**config.mk**
```make
export PLATFORM = sky130hd
export DESIGN_NAME = stage_if_fq
export DESIGN_NICKNAME = d
export VERILOG_FILES = /design/src/rtl/fetch_pkg.sv /design/src/rtl/fetch_fifo.sv /design/src/rtl/stage_if_fq.sv
export SDC_FILE = /design/constraint.sdc
export NUM_CORES = 1
export LEC_CHECK = 0
export ABC_CLOCK_PERIOD_IN_PS = 6740
export CORE_ASPECT_RATIO = 0.8
export CORE_MARGIN = 2
export CORE_UTILIZATION = 57
export CTS_CLUSTER_SIZE = 12
export DETAILED_ROUTE_END_ITERATION = 7
export GPL_ROUTABILITY_DRIVEN = 1
export HOLD_SLACK_MARGIN = 0.02
export PLACE_DENSITY = 0.8
export SETUP_SLACK_MARGIN = 0.3
export SLEW_MARGIN = 15
export SYNTH_ARGS = -nofsm -noshare
export SYNTH_HDL_FRONTEND = slang
export SYNTH_SLANG_ARGS = --single-unit
```
**constraint.sdc**
```tcl
create_clock -name clock -period 6.74 [get_ports clock]
set_input_delay 1.348 -clock clock [delete_from_list [all_inputs] [get_ports clock]]
set_output_delay 1.348 -clock clock [all_outputs]
set_load 0.1 [all_outputs]
```
**src/rtl/fetch_pkg.sv**
```systemverilog
// Shared types for the decoupled instruction-fetch stage.
// The fetch-queue entry carries PC, instruction word and fault flags.
package fetch_pkg;

    localparam int FQ_XLEN     = 64;
    localparam int FQ_ILEN     = 32;
    localparam int INSTR_BYTES = 4;

    typedef struct packed {
        logic [FQ_XLEN-1:0] pc;
        logic [FQ_ILEN-1:0] instr;
        logic               misaligned;
        logic               acc_fault;
    } fq_entry_t;

endpackage

```
**src/rtl/fetch_fifo.sv**
```systemverilog
// Pointer-based FIFO with flush; an extra pointer bit separates full from empty.
// Push and pop in the same cycle are legal at any occupancy, including full.
module fetch_fifo #(
    parameter type T     = logic,
    parameter int  DEPTH = 4
) (
    input  logic                   clock,
    input  logic                   reset,
    input  logic                   flush,
    input  logic                   push,
    input  logic                   pop,
    input  T                       push_data,
    output T                       head,
    output logic                   full,
    output logic                   empty,
    output logic [$clog2(DEPTH):0] count
);

    localparam int AW = $clog2(DEPTH);

    T           mem [DEPTH];
    logic [AW:0] wptr;
    logic [AW:0] rptr;
    logic        do_pop;

    assign count  = wptr - rptr;
    assign full   = count == (AW+1)'(DEPTH);
    assign empty  = wptr == rptr;
    assign do_pop = pop && !empty;
    assign head   = mem[rptr[AW-1:0]];

    always_ff @(posedge clock or posedge reset) begin
        if (reset) begin
            wptr <= '0;
            rptr <= '0;
        end else if (flush) begin
            wptr <= '0;
            rptr <= '0;
        end else begin
            if (push) begin
                wptr <= wptr + 1'b1;
            end
            if (do_pop) begin
                rptr <= rptr + 1'b1;
            end
        end
    end

    // Storage needs no reset: reads are qualified by empty.
    always_ff @(posedge clock) begin
        if (push && !flush) begin
            mem[wptr[AW-1:0]] <= push_data;
        end
    end

    a_no_overflow: assert property (
        @(posedge clock) disable iff (reset)
        !(push && !flush && full && !pop)
    );

endmodule

```
**src/rtl/stage_if_fq.sv**
```systemverilog
// Decoupled IF stage: sequential PC, credit-limited bus issue, in-order
// response queue, stale-response dropping after redirect, halt on faults.
module stage_if_fq
    import fetch_pkg::*;
#(
    parameter int              XLEN     = FQ_XLEN,
    parameter int              ILEN     = FQ_ILEN,
    parameter int              DEPTH    = 4,
    parameter int              MAX_OUT  = 2,
    parameter logic [XLEN-1:0] RESET_PC = '0
) (
    input  logic            clock,
    input  logic            reset,
    input  logic            redirect_valid,
    input  logic [XLEN-1:0] redirect_pc,
    input  logic            redirect_fence_i,
    output logic            req_valid,
    input  logic            req_ready,
    output logic [XLEN-1:0] req_addr,
    output logic            req_fence_i,
    input  logic            resp_valid,
    input  logic [ILEN-1:0] resp_rdata,
    input  logic            resp_acc_err,
    output logic            out_valid,
    input  logic            out_ready,
    output logic [XLEN-1:0] out_pc,
    output logic [ILEN-1:0] out_instr,
    output logic            out_misaligned,
    output logic            out_acc_fault
);

    localparam int OW = $clog2(MAX_OUT + 1);
    localparam int CW = $clog2(DEPTH) + 1;

    logic [XLEN-1:0] fetch_pc;
    logic [XLEN-1:0] resp_pc;
    logic [OW-1:0]   outstanding;
    logic [OW-1:0]   out_nxt;
    logic [OW-1:0]   drop;
    logic            halted;
    logic            fence_pend;

    logic            misal;
    logic            credit;
    logic            fire;
    logic            resp_keep;
    logic            misal_push;
    logic            push;
    logic            full;
    logic            empty;
    logic [CW-1:0]   count;
    fq_entry_t       push_data;
    fq_entry_t       head;

    fetch_fifo #(
        .T     (fq_entry_t),
        .DEPTH (DEPTH)
    ) u_fifo (
        .clock     (clock),
        .reset     (reset),
        .flush     (redirect_valid),
        .push      (push),
        .pop       (out_ready),
        .push_data (push_data),
        .head      (head),
        .full      (full),
        .empty     (empty),
        .count     (count)
    );

    always_comb begin
        misal  = fetch_pc[1:0] != 2'b00;
        credit = (int'(count) + int'(outstanding)) < DEPTH;
        req_valid = !reset && !halted && !redirect_valid && !misal
                 && (int'(outstanding) < MAX_OUT) && credit;
        fire       = req_valid && req_ready;
        resp_keep  = resp_valid && (drop == '0);
        misal_push = !reset && !halted && !redirect_valid && misal
                  && (outstanding == '0) && !full;
        push       = !redirect_valid && (resp_keep || misal_push);
        out_nxt    = outstanding + OW'(fire) - OW'(resp_valid);
    end

    always_comb begin
        push_data = '0;
        unique case (1'b1)
            misal_push: begin
                push_data.pc         = fetch_pc;
                push_data.misaligned = 1'b1;
            end
            default: begin
                push_data.pc        = resp_pc;
                push_data.instr     = resp_acc_err ? '0 : resp_rdata;
                push_data.acc_fault = resp_acc_err;
            end
        endcase
    end

    always_ff @(posedge clock or posedge reset) begin
        if (reset) begin
            fetch_pc    <= RESET_PC;
            resp_pc     <= RESET_PC;
            outstanding <= '0;
            drop        <= '0;
            halted      <= 1'b0;
            fence_pend  <= 1'b0;
        end else begin
            outstanding <= out_nxt;
            if (redirect_valid) begin
                fetch_pc   <= redirect_pc;
                resp_pc    <= redirect_pc;
                drop       <= out_nxt;
                halted     <= 1'b0;
                fence_pend <= redirect_fence_i;
            end else begin
                if (fire) begin
                    fetch_pc   <= fetch_pc + XLEN'(INSTR_BYTES);
                    fence_pend <= 1'b0;
                end
                if (resp_valid && drop != '0) begin
                    drop <= drop - 1'b1;
                end
                // A faulted response halts and drops the rest of its stream.
                if (resp_keep) begin
                    resp_pc <= resp_pc + XLEN'(INSTR_BYTES);
                    if (resp_acc_err) begin
                        halted <= 1'b1;
                        drop   <= out_nxt;
                    end
                end
                if (misal_push) begin
                    halted <= 1'b1;
                end
            end
        end
    end

    assign req_addr       = req_valid ? fetch_pc : '0;
    assign req_fence_i    = fence_pend;
    assign out_valid      = !empty;
    assign out_pc         = empty ? '0 : head.pc;
    assign out_instr      = empty ? '0 : head.instr;
    assign out_misaligned = !empty && head.misaligned;
    assign out_acc_fault  = !empty && head.acc_fault;

endmodule
```
# Yosys cells after proc, flatten, opt, wreduce, memory -nomap -nowiden
# Memory sizes are Yosys's and may differ from the RTL's.
# Index checks and enable logic that the tools add are counted.
dict set report op_classes {
  mux 28
  n_eq_ne 2
  reduce_logical 34
  order_cmp 2
  add_sub_neg 9
}
# operator count
set ops {}
lappend ops {{$mux 64} 7}
lappend ops {{$add 64x3->64 const B} 2}
lappend ops {{$mux 32} 3}
lappend ops {{$logic_and 1x1->1} 16}
lappend ops {{$mux 3} 4}
lappend ops {{$reduce_bool 2->1} 6}
lappend ops {{$mux 1} 10}
lappend ops {{$mux 2} 4}
lappend ops {{$add 3x1->3 const B} 2}
lappend ops {{$logic_not 1->1} 6}
lappend ops {{$reduce_bool 3->1} 2}
lappend ops {{$add 3x2->4} 1}
lappend ops {{$logic_not 2->1} 2}
lappend ops {{$lt 4x3->1 const B} 1}
lappend ops {{$eq 3x3->1} 1}
lappend ops {{$eq 3x3->1 const B} 1}
lappend ops {{$sub 3x3->3} 1}
lappend ops {{$add 2x1->2} 1}
lappend ops {{$lt 2x2->1 const B} 1}
lappend ops {{$reduce_and 2->1} 1}
lappend ops {{$sub 2x1->2} 1}
lappend ops {{$sub 2x1->2 const B} 1}
lappend ops {{$logic_or 1x1->1} 1}
dict set report word_totals {
  register_bits 140
  word_cells 84
  out_inout_bits 165
  ram_bits 392
  inputBits 104
  memories 1
}
# memory depth width rd rd_clocked_by_memory_dff wr line
set mem_list {}
lappend mem_list {u_fifo.mem 4 98 1 0 1 fetch_fifo.sv:21} ;# T mem [DEPTH];

# Logic depth before layout (Yosys ltp)
dict set report depth {
  depth_word 12
  ltp_mapped 15
  depth_no_buf 14
}

# Cells and area by module
# From an unflattened synthesis, not the netlist that was laid out.
dict set report unflattened {
  cells_unflattened 1810
  area_unflattened_um2 24452.2
}
# module seq_area_each_um2 cells_per_inst instances area_each_um2
set modules_own_cells {}
lappend modules_own_cells {fetch_fifo 11921.4 568 1 14655.3}
lappend modules_own_cells {stage_if_fq 3353.2 1242 1 9796.9}

# Worst setup path after synthesis
# No wires, ideal clock.
dict set report synth_path {
  kind {register to output}
  start {register u_fifo.rptr[1]}
  end {output req_addr[54]}
  setup_slack_ps 999
  t_arrival_ps 4393
  n_path_buf 4
  path_stages_with_launch 11
  t_required_ps 5392
  cell_sequence {dfrtp_1 -> clkbuf_1 -> clkbuf_1 -> inv_1 -> fa_1 -> ha_1 -> and3b_1 -> nor4_4 -> buf_2 -> clkbuf_1 -> and2_1}
}
dict set report synth_between {
  elab_chain_len 5
}
# element line
set synth_lines {}
lappend synth_lines {{from (decl)} fetch_fifo.sv:23} ;# logic [AW:0] rptr;
lappend synth_lines {{from (signal assigned)} fetch_fifo.sv:44} ;# rptr <= rptr + 1'b1;
lappend synth_lines {{$sub 3x3->3} fetch_fifo.sv:26} ;# assign count = wptr - rptr;
lappend synth_lines {{$add 3x2->4} stage_if_fq.sv:73} ;# credit = (int'(count) + int'(outstanding)) < DEPTH;
lappend synth_lines {{$lt 4x3->1} stage_if_fq.sv:73}
lappend synth_lines {{$logic_and 1x1->1} stage_if_fq.sv:75} ;# && (int'(outstanding) < MAX_OUT) && credit;
lappend synth_lines {{net req_valid} stage_if_fq.sv:17} ;# output logic req_valid,
lappend synth_lines {{$mux 64} stage_if_fq.sv:138} ;# assign req_addr = req_valid ? fetch_pc : '0;
lappend synth_lines {{to (decl)} stage_if_fq.sv:19} ;# output logic [XLEN-1:0] req_addr,
# The timed path passes the listed nets, and every way through them passes these cells.

# Worst setup path in the final report
dict set report layout_path {
  start {register u_fifo.rptr[1]}
  end {output out_pc[24]}
}
dict set report layout_between {
  elab_chain_len 2
  word_cells_on_any_way 3
  cone_classes {eq/ne: 1; mux: 1; memory: 1}
}
# element line
set layout_lines {}
lappend layout_lines {{$mem_v2 4x98 / $eq 3x3->1 (equally long branches)} --}
lappend layout_lines {{$mux 64 (*)} stage_if_fq.sv:141} ;# assign out_pc = empty ? '0 : head.pc;
lappend layout_lines {{to (decl)} stage_if_fq.sv:26} ;# output logic [XLEN-1:0] out_pc,
# Mark *: on every way between the ends. The rest lies on a longest branch, timed or not.

==> reports/qor.csv <==
stage,metric,value,unit
status,status,"finished, final reports clean",
drt,Post-route DRC,0,
worst_setup_path,"Max stage delay cell, worst path",clkdlybuf4s50_1,
worst_setup_path,critical-path cell list,buf_4 -> buf_4 -> mux4_2 -> and2_1 -> clkdlybuf4s50_1,
run,max-cap viol count,0,
drt,WL final,61600,um
synth,largest family of logic cells by synthesized area,simple AND/OR/NAND/NOR gates,
drt,DRT Pass-1 Iters,6,
power_and_ir_drop,total power,11.81,mW
synth,xor/xnor share of the synthesized area,3.249,%
finish,nets,2088,
die,DIE AREA,44510,um2
finish,Area growth syn-to-layout,19.07,%
synth,mapped cell area,24410,um2
min_path,hold path startpoint,halted,
drt,Via density,6.135,
synth,post-synthesis mux area share,13.12,%
timing,Setup TNS,0,ns
timing,fin. max-slew vios,0,
placed_design,dpl hpwl,40150,um
die,DIE HEIGHT,189.1,um
worst_setup_path,Crit. End Element,output pin,
synth,average size of a mapped cell,14.18,um2
clock_network,H-tree Lvls,2,
synth,adder-cell share of the synthesized area,0.7483,%
worst_setup_path,r2r endpoint,u_fifo.mem[1][87],
synth,Cells after Synth,1721,
synth,Simple-Gate Fraction of Synth Area,13.85,%
synth,"top cells by area, synth","edfxtp_1 48%, dfrtp_1 14%, mux4_2 9.0%, and2_1 5.3%, mux2_2 3.8%",
synth,"area leader, netlist",edfxtp_1,
power_and_ir_drop,internal power,6.721,mW
global_routing,total grt overflow,0,
timing,Slew headroom,30.05,%
die,total core area,42080,um2
power_and_ir_drop,Gate power share,43.0,%
synth,Yosys reg bits,532,
clock_network,CTS tree,yes,
worst_setup_path,"setup slack, reg-to-reg",2.31,ns
synth,synth warn,0,
min_path,HP Class,register to register,
power_and_ir_drop,NetSw,5.090,mW
placed_design,placed instance count,2467,
clock_network,Clock Tree Buf Depth,3,
power_and_ir_drop,switching fraction of total power,43.09,%
worst_setup_path,reg2reg path depth,9,
drt,vias post-DR,15750,
clock_network,CTS Buf Count,53,
timing,Layout Skew,0.02804,ns
clock_network,Post-CTS Setup Bufs,0,
die,I/O pin count,269,
placed_design,Final Wtd Congestion,0.8658,
timing,achievable frequency,177.3,MHz
synth,Post-synth EDFFs,392,
finish,Finished Layout Cells,2568,
global_routing,Tot GR Track Use,27.85,%
clock_network,clock sink count,532,
timing,setup violators final,0,
worst_setup_path,Reg2Reg Launch Point,u_fifo.rptr[1],
worst_setup_path,critical path arrival,4.29,ns
power_and_ir_drop,P_leak,10.03,nW
power_and_ir_drop,Reg power frac,33.6,%
worst_setup_path,worst setup path class,register to output pin,
power_and_ir_drop,power per standard cell area,406.3,nW/um2
timing,Worst Tran Pin Value,1.049,ns
timing,final hold viol count,0,
worst_setup_path,critical path peak fanout,36,
clock_network,clock latency on the worst-skew pair,0.59,ns
worst_setup_path,startpoint types,register,
clock_network,Post-CTS Resized,0,
synth,Compound-Gate Fraction of Synth Area,4.310,%
worst_setup_path,Worst EP required,5.39,ns
clock_network,CTS Hold Bufs,0,
clock_network,"Reg clk slew, reported paths",0.06,ns
placed_design,port buffer count,266,
timing,period utilization,83.67,%
die,Starting Density,58.01,%
drt,DRT iter0 DRCs,1511,
global_routing,vias in the first global route,15720,
global_routing,first-pass GRT wire length,94820,um
global_routing,largest net degree at the start of global routing,103,
drt,Antenna Nets Post-Route,0,
worst_setup_path,most frequent CP cell,buf_4,
synth,post-synth top area share,48.22,%
finish,layout cells sized above 1,18.31,%
drt,WL per Instance,23.99,um
clock_network,Root Buffer Master,clkbuf_16,
die,chip width,235.4,um
timing,RSZ-0062 raised after global routing,no,
min_path,Hold Crit Depth,2,
synth,asr flop ratio synth,26.32,%
synth,most frequent cell after synthesis,edfxtp_1,
synth,Main synth FF type,edfxtp_1,
die,row cnt,67,
timing,min Tclk post-route,5.639,ns
global_routing,initial antenna violation count,3,
worst_setup_path,max incr delay on CP,1.14,ns
power_and_ir_drop,clock network power share,23.3,%
power_and_ir_drop,Max VDD drop,0.3472,mV
synth,sequential area share after synthesis,62.57,%
synth,synth cell count leaders,"392 x edfxtp_1, 207 x and2_1, 140 x dfrtp_1",
min_path,hold worst-path end,halted,
synth,Yosys cell types,62,
==> metrics by stage <==
step	util [%]	setup WS, ns	hold slack [ns]	cell area, um2
4_1_cts	69.06	1.110	0.5334	29060
3_5_place_dp	65.24	1.722	0.5173	27460
5_1_grt	69.07	0.9780	0.5602	29070
2_1_floorplan	-	0.9992	0.4682	24420
3_3_place_gp	65.23	1.749	0.4914	27450
6_report	69.07	1.101	0.5277	29070
==> registers in the layout, summed over array words and instances, names as in the netlist <==
| signal | cells |
|---|---|
| u_fifo.rptr | 3 |
| u_fifo.mem | 392 |
| u_fifo.wptr | 3 |
| halted | 1 |
| req_fence_i | 1 |
| fetch_pc | 64 |
| drop | 2 |
| outstanding | 2 |
| resp_pc | 64 |
==> placed cells by master, fill, tap and decap left out, drive strengths merged, types with 3 or more instances in the layout <==
cell type	count
inv	30
clkdlybuf4s50	202
xor2	39
o31a	6
a31oi	12
o211ai	6
nand3	57
ha	13
mux2i	6
nor4	21
a41oi	5
buf	91
mux2	83
clkbuf	90
mux4	98
nand4	34
nand2b	5
a21oi	33
and3	24
or2	3
xnor2	49
a21boi	5
nor2	59
and4	12
clkinv	8
nor3	37
dfrtp	140
or3	12
and2	207
or4	4
nor4b	3
o21ai	74
nand2	109
nor2b	5
o21a	5
edfxtp	392
o311ai	16
==> power groups by stage <==
stage                     logic, mW  registers [mW]  clock network [mW]
after floorplan                3.99            3.96                   0
after CTS                      5.12            3.97                2.80
after global routing           5.30            3.99                2.94
after global placement         5.06            4.02                   0
final                          5.08            3.97                2.75
after detailed placement       5.11            4.03                   0
==> how the worst max path moves through the flow <==
| stage | start | end | slack (ns) | cells past startpoint |
|---|---|---|---|---|
| 6_report | u_fifo.rptr[1] | out_pc[24] | 1.10 | 5 |
| 3_5_place_dp | u_fifo.rptr[1] | out_pc[51] | 1.72 | 5 |
| 3_3_place_gp | u_fifo.rptr[1] | out_pc[24] | 1.75 | 5 |
| 5_1_grt | u_fifo.rptr[1] | out_pc[51] | 0.98 | 5 |
| 2_1_floorplan | u_fifo.rptr[1] | req_addr[54] | 1.0 | 10 |
| 4_1_cts | u_fifo.rptr[1] | out_pc[51] | 1.11 | 5 |
==> logic make-up (layout without fill, tap and decap cells) <==
kind of cell	Yosys count	after routing
flip-flops	532	532
multiplexers	187	187
other	1	3
XOR/XNOR	89	89
adder cells (fa/ha/maj)	14	14
AO/OA/AOI/OAI	170	170
AND/OR/NAND/NOR	600	600
buffers and inverters	128	421
==> critical path: cells and delay by family, from the launching register on <==
kind / cells / cell delay [ns]
mux: 1 / 0.38
simple gates: 1 / 0.15
buf+inv: 3 / 2.40
flops: 1 / 0.72
==> final cells by class <==
class | instances | area (um2)
flip-flops and latches | 532 | 15280
fillers | 2897 | 13020
multi-input cells | 1062 | 8661
repair buffers | 293 | 2718
clock buffers | 90 | 1526
well taps | 552 | 690.7
inverters | 28 | 110.1
clock inverters | 10 | 77.57
diodes | 1 | 2.502
==> routing by layer <==
layer / track usage [%] / vias up / wire length [um]
met1: 40.71 / 8040 / 26840
met4: 6.418 / 2 / 1080
met3: 4.826 / 84 / 4396
li1: - / 6976 / -
met5: 0 / - / 19
met2: 44.38 / 652 / 29270
No activity file was read; power rests on OpenSTA's default activity.
